### src/rtl/fetch_pc_unit_if.sv
// Bundles the control-unit, instruction-memory and debug signals of fetch_pc_unit.
// upd_pc is a single-cycle request with no ready: it is accepted only while the unit is idle (fetch_busy low) and dropped otherwise.
interface fetch_pc_unit_if #(
    parameter int unsigned PC_W = 32
);
    logic            upd_pc;
    logic [2:0]      br_op;
    logic [31:0]     rs_val;
    logic [31:0]     imem_rdata;
    logic            imem_rd;
    logic [PC_W-1:0] imem_addr;
    logic [PC_W-1:0] pc_out;
    logic [31:0]     ir;
    logic [5:0]      opcode;
    logic [4:0]      func;
    logic [15:0]     imm16;
    logic            ir_valid;
    logic            fetch_busy;
    logic            fetch_fault;
    logic [2:0]      dbg_state;

    modport master (
        output upd_pc, br_op, rs_val, imem_rdata,
        input  imem_rd, imem_addr, pc_out, ir, opcode, func, imm16,
        input  ir_valid, fetch_busy, fetch_fault, dbg_state
    );

    modport slave (
        input  upd_pc, br_op, rs_val, imem_rdata,
        output imem_rd, imem_addr, pc_out, ir, opcode, func, imm16,
        output ir_valid, fetch_busy, fetch_fault, dbg_state
    );
endinterface

### src/rtl/fetch_pc_unit.sv
// Program counter and instruction fetch stage feeding the multicycle control unit.
// Optional PC bounds checking is enabled by defining PC_BOUNDS_CHECK_EN.
module fetch_pc_unit #(
    parameter int unsigned      PC_W       = 32,
    parameter int unsigned      IMEM_LAT   = 2,
    parameter logic [PC_W-1:0]  RESET_PC   = '0,
    parameter int unsigned      IMEM_DEPTH = 1024
) (
    input  logic           clk,
    input  logic           rst,
    fetch_pc_unit_if.slave bus
);
    localparam int unsigned CNT_W = (IMEM_LAT > 1) ? $clog2(IMEM_LAT) : 1;
    localparam int unsigned EXT_W = (PC_W > 16) ? PC_W : 16;
    localparam logic [31:0] NOP   = 32'h9400_0000;

    if (IMEM_LAT < 1 || IMEM_DEPTH < 1) begin : g_bad_param
        $error("fetch_pc_unit: IMEM_LAT and IMEM_DEPTH must be at least 1");
    end

    typedef enum logic [2:0] {
        S_IDLE  = 3'd0,
        S_FETCH = 3'd1,
        S_WAIT  = 3'd2,
        S_LATCH = 3'd3
`ifdef PC_BOUNDS_CHECK_EN
        , S_FAULT = 3'd4
`endif
    } state_t;

    state_t          state_q, state_d;
    logic [PC_W-1:0] pc_q, pc_d;
    logic [31:0]     ir_q, ir_d;
    logic            valid_q, valid_d;
    logic            busy_q, busy_d;
    logic            rd_q, rd_d;
    logic [PC_W-1:0] addr_q, addr_d;
    logic [CNT_W-1:0] cnt_q, cnt_d;

    logic            taken;
    logic [EXT_W-1:0] imm_ext;
    logic [PC_W-1:0] next_pc;

    // Branch offset comes from the IR, which is stable while idle.
    assign imm_ext = EXT_W'($signed(ir_q[15:0]));

    always_comb begin
        taken = 1'b0;
        case (bus.br_op)
            3'b000:  taken = 1'b1;
            3'b001:  taken = bus.rs_val[31];
            3'b010:  taken = !bus.rs_val[31] && (bus.rs_val != 32'd0);
            3'b011:  taken = (bus.rs_val == 32'd0);
            default: taken = 1'b0;
        endcase
    end

    assign next_pc = taken ? (pc_q + imm_ext[PC_W-1:0]) : (pc_q + PC_W'(1));

`ifdef PC_BOUNDS_CHECK_EN
    localparam logic [PC_W:0] DEPTH_LIM = (PC_W+1)'(IMEM_DEPTH);
    logic out_of_bounds;
    assign out_of_bounds = ({1'b0, next_pc} >= DEPTH_LIM);
`endif

    always_comb begin
        state_d = state_q;
        pc_d    = pc_q;
        ir_d    = ir_q;
        valid_d = valid_q;
        busy_d  = busy_q;
        rd_d    = 1'b0;
        addr_d  = addr_q;
        cnt_d   = cnt_q;
        case (state_q)
            S_IDLE: begin
                if (bus.upd_pc) begin
                    pc_d    = next_pc;
                    valid_d = 1'b0;
                    busy_d  = 1'b1;
`ifdef PC_BOUNDS_CHECK_EN
                    if (out_of_bounds) begin
                        state_d = S_FAULT;
                    end else begin
                        state_d = S_FETCH;
                        rd_d    = 1'b1;
                        addr_d  = next_pc;
                    end
`else
                    state_d = S_FETCH;
                    rd_d    = 1'b1;
                    addr_d  = next_pc;
`endif
                end
            end
            S_FETCH: begin
                // Out of reset the strobe is not yet up, so raise it here first.
                if (!rd_q) begin
                    rd_d   = 1'b1;
                    addr_d = pc_q;
                end else begin
                    state_d = S_WAIT;
                    cnt_d   = CNT_W'(IMEM_LAT - 1);
                end
            end
            S_WAIT: begin
                if (cnt_q == '0) begin
                    ir_d    = bus.imem_rdata;
                    state_d = S_LATCH;
                end else begin
                    cnt_d = cnt_q - CNT_W'(1);
                end
            end
            S_LATCH: begin
                valid_d = 1'b1;
                busy_d  = 1'b0;
                state_d = S_IDLE;
            end
`ifdef PC_BOUNDS_CHECK_EN
            S_FAULT: begin
                state_d = S_FAULT;
            end
`endif
            default: state_d = S_FETCH;
        endcase
    end

    always_ff @(posedge clk) begin
        if (rst) begin
            state_q <= S_FETCH;
            pc_q    <= RESET_PC;
            ir_q    <= NOP;
            valid_q <= 1'b0;
            busy_q  <= 1'b1;
            rd_q    <= 1'b0;
            addr_q  <= RESET_PC;
            cnt_q   <= '0;
        end else begin
            state_q <= state_d;
            pc_q    <= pc_d;
            ir_q    <= ir_d;
            valid_q <= valid_d;
            busy_q  <= busy_d;
            rd_q    <= rd_d;
            addr_q  <= addr_d;
            cnt_q   <= cnt_d;
        end
    end

    assign bus.imem_rd    = rd_q;
    assign bus.imem_addr  = addr_q;
    assign bus.pc_out     = pc_q;
    assign bus.ir         = ir_q;
    assign bus.opcode     = ir_q[31:26];
    assign bus.func       = ir_q[4:0];
    assign bus.imm16      = ir_q[15:0];
    assign bus.ir_valid   = valid_q;
    assign bus.fetch_busy = busy_q;
    assign bus.dbg_state  = state_q;
`ifdef PC_BOUNDS_CHECK_EN
    assign bus.fetch_fault = (state_q == S_FAULT);
`else
    assign bus.fetch_fault = 1'b0;
`endif
endmodule

### src/flat_wrapper.sv
// flat-port wrapper written by rule: the top's interface ports become plain ports
module fetch_pc_unit_flat 
#(
    parameter int unsigned      PC_W       = 32,
    parameter int unsigned      IMEM_LAT   = 2,
    parameter logic [PC_W-1:0]  RESET_PC   = '0,
    parameter int unsigned      IMEM_DEPTH = 1024
)
  (clk, rst, bus_upd_pc, bus_br_op, bus_rs_val, bus_imem_rdata, bus_imem_rd, bus_imem_addr, bus_pc_out, bus_ir, bus_opcode, bus_func, bus_imm16, bus_ir_valid, bus_fetch_busy, bus_fetch_fault, bus_dbg_state);
  fetch_pc_unit_if #(.PC_W(PC_W)) bus_i ();
  input  logic clk;
  input  logic rst;
  input wire logic [$bits(bus_i.upd_pc)-1:0] bus_upd_pc;
  input wire logic [$bits(bus_i.br_op)-1:0] bus_br_op;
  input wire logic [$bits(bus_i.rs_val)-1:0] bus_rs_val;
  input wire logic [$bits(bus_i.imem_rdata)-1:0] bus_imem_rdata;
  output wire logic [$bits(bus_i.imem_rd)-1:0] bus_imem_rd;
  output wire logic [$bits(bus_i.imem_addr)-1:0] bus_imem_addr;
  output wire logic [$bits(bus_i.pc_out)-1:0] bus_pc_out;
  output wire logic [$bits(bus_i.ir)-1:0] bus_ir;
  output wire logic [$bits(bus_i.opcode)-1:0] bus_opcode;
  output wire logic [$bits(bus_i.func)-1:0] bus_func;
  output wire logic [$bits(bus_i.imm16)-1:0] bus_imm16;
  output wire logic [$bits(bus_i.ir_valid)-1:0] bus_ir_valid;
  output wire logic [$bits(bus_i.fetch_busy)-1:0] bus_fetch_busy;
  output wire logic [$bits(bus_i.fetch_fault)-1:0] bus_fetch_fault;
  output wire logic [$bits(bus_i.dbg_state)-1:0] bus_dbg_state;
  assign bus_i.upd_pc = bus_upd_pc;
  assign bus_i.br_op = bus_br_op;
  assign bus_i.rs_val = bus_rs_val;
  assign bus_i.imem_rdata = bus_imem_rdata;
  assign bus_imem_rd = bus_i.imem_rd;
  assign bus_imem_addr = bus_i.imem_addr;
  assign bus_pc_out = bus_i.pc_out;
  assign bus_ir = bus_i.ir;
  assign bus_opcode = bus_i.opcode;
  assign bus_func = bus_i.func;
  assign bus_imm16 = bus_i.imm16;
  assign bus_ir_valid = bus_i.ir_valid;
  assign bus_fetch_busy = bus_i.fetch_busy;
  assign bus_fetch_fault = bus_i.fetch_fault;
  assign bus_dbg_state = bus_i.dbg_state;
  fetch_pc_unit #(.PC_W(PC_W), .IMEM_LAT(IMEM_LAT), .RESET_PC(RESET_PC), .IMEM_DEPTH(IMEM_DEPTH)) u_core (.clk(clk), .rst(rst), .bus(bus_i));
endmodule
### config.mk
export PLATFORM = sky130hd
export DESIGN_NAME = fetch_pc_unit_flat
export DESIGN_NICKNAME = d
export VERILOG_FILES = /design/src/rtl/fetch_pc_unit_if.sv /design/src/rtl/fetch_pc_unit.sv /design/src/flat_wrapper.sv
export SDC_FILE = /design/constraint.sdc
export NUM_CORES = 1
export LEC_CHECK = 0
export CORE_MARGIN = 2
export CORE_UTILIZATION = 45
export CTS_BUF_LIST = sky130_fd_sc_hd__clkbuf_4 sky130_fd_sc_hd__clkbuf_8
export DETAILED_ROUTE_END_ITERATION = 6
export PLACE_DENSITY_LB_ADDON = 0.05
export SKIP_CTS_REPAIR_TIMING = 1
export SYNTH_ARGS = -nofsm -noshare
export SYNTH_HDL_FRONTEND = slang
export SYNTH_SLANG_ARGS = --single-unit
### constraint.sdc
create_clock -name clk -period 10.56 [get_ports clk]
set_input_delay 2.112 -clock clk [delete_from_list [all_inputs] [get_ports clk]]
set_output_delay 2.112 -clock clk [all_outputs]
set_load 0.05 [all_outputs]
Word-level counts from Yosys, hierarchy flattened
Index checks and enable logic that the tools add are counted.

word-level totals
  register bits after elaboration = 103
  latch bits = 0
  RAM bits = 0
  bits in read-only memories = 0
  bits of input ports = 70
  output and inout bits = 130
  word-level logic and storage cells = 56
  memories kept = 0

cells by class
  $add $sub $neg = 3
  multipliers = 0
  divide/modulo/power cells = 0
  magnitude comparators = 0
  equality and inequality tests = 10
  shifts and indexed selects = 0
  muxes and demuxes = 19
  bitwise operators = 1
  reductions and logical operators = 15

operators by type and width
  cell                   number
  $mux 32                3
  $pmux 32 s2            1
  $add 32x1->32 const B  1
  $add 32x32->32         1
  $logic_not 32->1       1
  $reduce_bool 32->1     1
  $eq 3x2->1 const B     4
  $pmux 3 s4             1
  $mux 3                 3
  $pmux 1 s2             4
  $reduce_and 2->1       4
  $eq 3x1->1 const B     2
  $logic_not 3->1        2
  $mux 1                 6
  $ne 2x2->1 const B     3
  $reduce_and 3->1       2
  $reduce_bool 2->1      3
  $pmux 1 s4             1
  $ne 2x1->1 const B     1
  $logic_and 1x1->1      1
  $logic_not 1->1        1
  $not 1->1              1
  $sub 1x1->1 const B    1

Logic depth before layout (Yosys ltp)
  word-level depth = 6
  gate-level depth with buffers = 16

Least setup slack after synthesis
OpenSTA, ideal clock, no wires.

  kind = input to register
  start point = input port bus_rs_val[20]
  end point = register u_core.addr_q[31] (netlist: u_core.bus.imem_addr[31])
  setup time = 79 ps
  data arrival time = 6010 ps
  data required time = 10481 ps
  slack = 4471 ps
  stages on the path = 15
  path buffers = 1
  cells stage by stage = or3_1 > or4_1 > a21oi_1 > clkbuf_1 > and2_1 > ha_1 > a21o_1 > a31o_2 > a31oi_1 > a211oi_1 > nand4b_1 > a2111oi_1 > o31ai_2 > xor2_1 > a211oi_2

on the way
  longest elaborated chain between the ends = 6
  elaborated cells on any way between the ends = 7
  those cells by class = mux (4); reduce/logical (3)

ends and longest elaborated chain
  what                    RTL line              source
  start: declaration      flat_wrapper.sv:15    input wire logic [$bits(bus_i.rs_val)-1:0] bus_rs_val;
  $reduce_bool 32->1      fetch_pc_unit.sv:52   3'b010: taken = !bus.rs_val[31] && (bus.rs_val != 32'd0);
  $logic_and 1x1->1       fetch_pc_unit.sv:52
  $pmux 1 s4 (*)          fetch_pc_unit.sv:49   case (bus.br_op)
  $mux 32 (*)             fetch_pc_unit.sv:58   assign next_pc = taken ? (pc_q + imm_ext[PC_W-1:0]) : (pc_q + PC_W'(1));
  $mux 32 (*)             fetch_pc_unit.sv:77   if (bus.upd_pc) begin
  $pmux 32 s2 (*)         fetch_pc_unit.sv:75   case (state_q)
  end signal: assignment  fetch_pc_unit.sv:145  addr_q <= addr_d;
  end: declaration        fetch_pc_unit.sv:37   logic [PC_W-1:0] addr_q, addr_d;

Every way passes the cells marked *; elsewhere a longest branch is shown, timed or not. The select of a mux whose other input is x is not followed.
A chain may end at the register's enable or synchronous reset.

Worst setup path in the final report
  start point = input port bus_rs_val[11]
  end point = register u_core.addr_q[31] (netlist: u_core.bus.imem_addr[31])

The elaborated chain is that of the path after synthesis.

==> results.yml <==
synthesis:
  synthCells: 780
  synth_cell_type_count: 56
  yosysWarningCount: 0
  async_flop_share: 0
  syn_area_per_cell_um2: 7.650
  ys_seq_area_frac: 0.3422
  synth_area_um2: 5967
  synth-edff-count: 0
  ys.flop_type: "dfxtp_1"
  ys_ff_latch: 102
clocking:
  htreeDepth: 3
  clk_pin_slew_ps: 110
  cts_buffer_depth: 2
  cts.sinks: 102
  root_buffer: "clkbuf_8"
  cts_buffers: 9
  clock_latency_ps: 390
  cts_tree: "yes"
final_layout:
  syn2layout_area_growth_pct: 34.35
  layout_common_cells: "clkdlybuf4s50_1 (196), nand2_1 (157), a21oi_1 (103), dfxtp_1 (102), nor2_1 (65)"
  fin_util: 0.6126
  num-nets-final: 1028
  drive_gt1_frac: 0.03240
  diodes: 0
  final_common_cell: "clkdlybuf4s50_1"
route:
  avgViaCountPerCell: 5.382
  drt_wl_total_um: 17290
  top_layer: "met4"
  drc_errors: 0
  route.met2.wl_um: 8496
  drtIter0Drc: 356
  met1_length_um: 7739
  wl_met3_um: 931
  via_count: 5931
  drtPass1Iterations: 5
  drt.antenna.violating_nets: 0
  wl_per_cell_um: 15.69
setup_path:
  crit_path_max_fanout: 16
  crit_type: "in2reg"
  critPathMaxStageDelay_ps: 620
  endpoint_kind: "register"
  path_cells: "clkdlybuf4s50_1 > nor4_1 > nand4_1 > or4_1 > a21oi_1 > buf_4 > and2_1 > ha_1 > a211oi_1 > o21ai_0 > a31oi_1 > a211oi_1 > nand4b_1 > a2111oi_1 > o31ai_2 > xor2_1 > a211oi_2"
  arrival_ps: 6940
  cp_common_cell: "a211oi_1"
  crit_slowest_cell: "a2111oi_1"
  cp-start-kind: "input port"
  cp_num_buf_inv: 2
  crit_family: "compound AO/OA/AOI/OAI gates"
  required_ps: 10880
power_and_ir_drop:
  p_leak_nw: 3.138
  total_power_mw: 1.763
  ir_worst_vdd_mv: 0.1804
  p_per_area_nw_per_um2: 219.9
min_path:
  min_path_type: "reg2reg"
sta:
  max_freq_ghz: 0.1510
  fin_crit_ps: 6621
  rsz0062_at_grt: "no"
  finClkSkew_ps: 12.51
  min_period_over_period: 0.6270
  finalSetupViolations: 0
  worst_pin_slew_ps: 1239
  finalSetupTns_ps: 0
  hold_violations: 0
  fin_ws_ps: 3939
  slew_viol_final: 0
  slew_headroom: 0.1705
placement:
  place_congestion: 0.8861
  port_buffers: 197
  dp_slack_ps: 3546
  dpl.hpwl_um: 12720
outcome:
  outcome: "finished, final reports clean"
grt:
  grt_pass1_vias: 5767
  grt_pass1_wl_um: 28270
  grt_max_degree: 105
  grt.total_usage: 0.2456
  antenna_found_initial: 0
  grt-ovfl-total: 0
floorplan:
  fp.dieH_um: 119.2
  pin_count: 200
  initial_utilization: 0.4560
  die_area_um2: 14200
  rows: 42
  die_w_um: 119.2
  coreArea_um2: 13090
flow_run:
  maxCapViolations: 0
[where the power goes]
group	internal (mW)	switching, mW
Combinational	0.307	0.678
Clock	0.111	0.147
Sequential	0.467	0.0520
Total	0.885	0.877
[final timing paths]
kind                          start                       end  slack (ps)  depth (start not counted)
setup / recovery     bus_rs_val[11]  u_core.bus.imem_addr[31]        3940                         17
hold / removal    u_core.bus.ir[19]         u_core.bus.ir[19]         460                          2
setup reg to reg  u_core.bus.ir[15]  u_core.bus.imem_addr[31]        6660                         13
hold reg to reg   u_core.bus.ir[19]         u_core.bus.ir[19]         460                          2
[kinds of logic (layout without fill, tap and decap cells)]
group | count (synthesis) | in the layout | synth area share
buffers and inverters | 86 | 231 | 0.07234
XOR/XNOR | 31 | 31 | 0.04550
multiplexers | 11 | 11 | 0.01929
flip-flops | 102 | 102 | 0.3422
AND/OR/NAND/NOR | 291 | 291 | 0.2139
other | 1 | 2 | 0.0006285
adder cells (fa/ha/maj) | 36 | 36 | 0.07675
AO/OA/AOI/OAI | 222 | 222 | 0.2294
[worst register-to-register path, stage by stage, from the launching register on]
cell and delay (ps):
dfxtp_1 480, inv_1 80, a211o_1 360, inv_1 470
ha_1 400, a21oi_1 130, o21ai_0 140, a21o_1 200
a22oi_1 220, nand4b_1 190, a2111oi_1 620, o31ai_2 150
xor2_1 180, a211oi_2 210
[synthesized netlist by cell type, types with 4 or more instances]
cell	instances	area (um2)
a211oi_1	21	157.7
a21o_1	16	120.1
a21oi_1	103	515.5
a311oi_1	6	52.55
a31oi_1	7	43.79
and2_1	16	100.1
and3_1	4	25.02
and4_1	4	35.03
buf_4	29	217.7
clkbuf_1	41	153.9
dfxtp_1	102	2042
ha_1	35	437.9
inv_1	13	48.80
mux2i_1	10	100.1
nand2_1	157	589.3
nand2b_1	7	43.79
nand3_1	9	45.04
nand3b_1	4	30.03
nand4_1	4	25.02
nor2_1	65	244.0
nor2b_1	4	25.02
nor3_1	5	25.02
nor4_1	6	37.54
o211ai_1	9	67.56
o21ai_0	29	145.1
o21bai_1	6	45.04
o31ai_1	4	30.03
xnor2_1	17	148.9
xor2_1	14	122.6
[stage by stage]
step                      area (um2)  cells  hold WS, ps
final                           8016   1102        457.6
after global routing            8016   1102        483.2
after CTS                       8016   1102        462.5
after floorplan                 5971    781        490.5
after global placement          7821   1087        442.6
after detailed placement        7821   1087        448.3
[layout make-up]
class / count / area (um2)
inverters: 14 / 52.55
flip-flops and latches: 102 / 2042
clock inverters: 6 / 71.32
repair buffers: 202 / 2007
fillers: 1213 / 5069
clock buffers: 9 / 123.9
multi-input cells: 593 / 3500
well taps: 176 / 220.2
[per-layer routing]
metal | up-vias | GRT usage
met3 | 14 | 0.05172
met1 | 2776 | 0.3107
met4 | 0 | 0.05580
met2 | 166 | 0.4282
li1 | 2975 | -
met5 | - | 0
[registers in the layout, indices dropped and copies added, names as in the netlist]
signal and count:
u_core.bus.pc_out 32, u_core.bus.dbg_state 2, u_core.bus.fetch_busy 1, u_core.bus.ir_valid 1, u_core.bus.imem_addr 32, u_core.bus.ir 32
u_core.bus.imem_rd 1, u_core.cnt_q 1
Power figures use the tool's default switching activity.
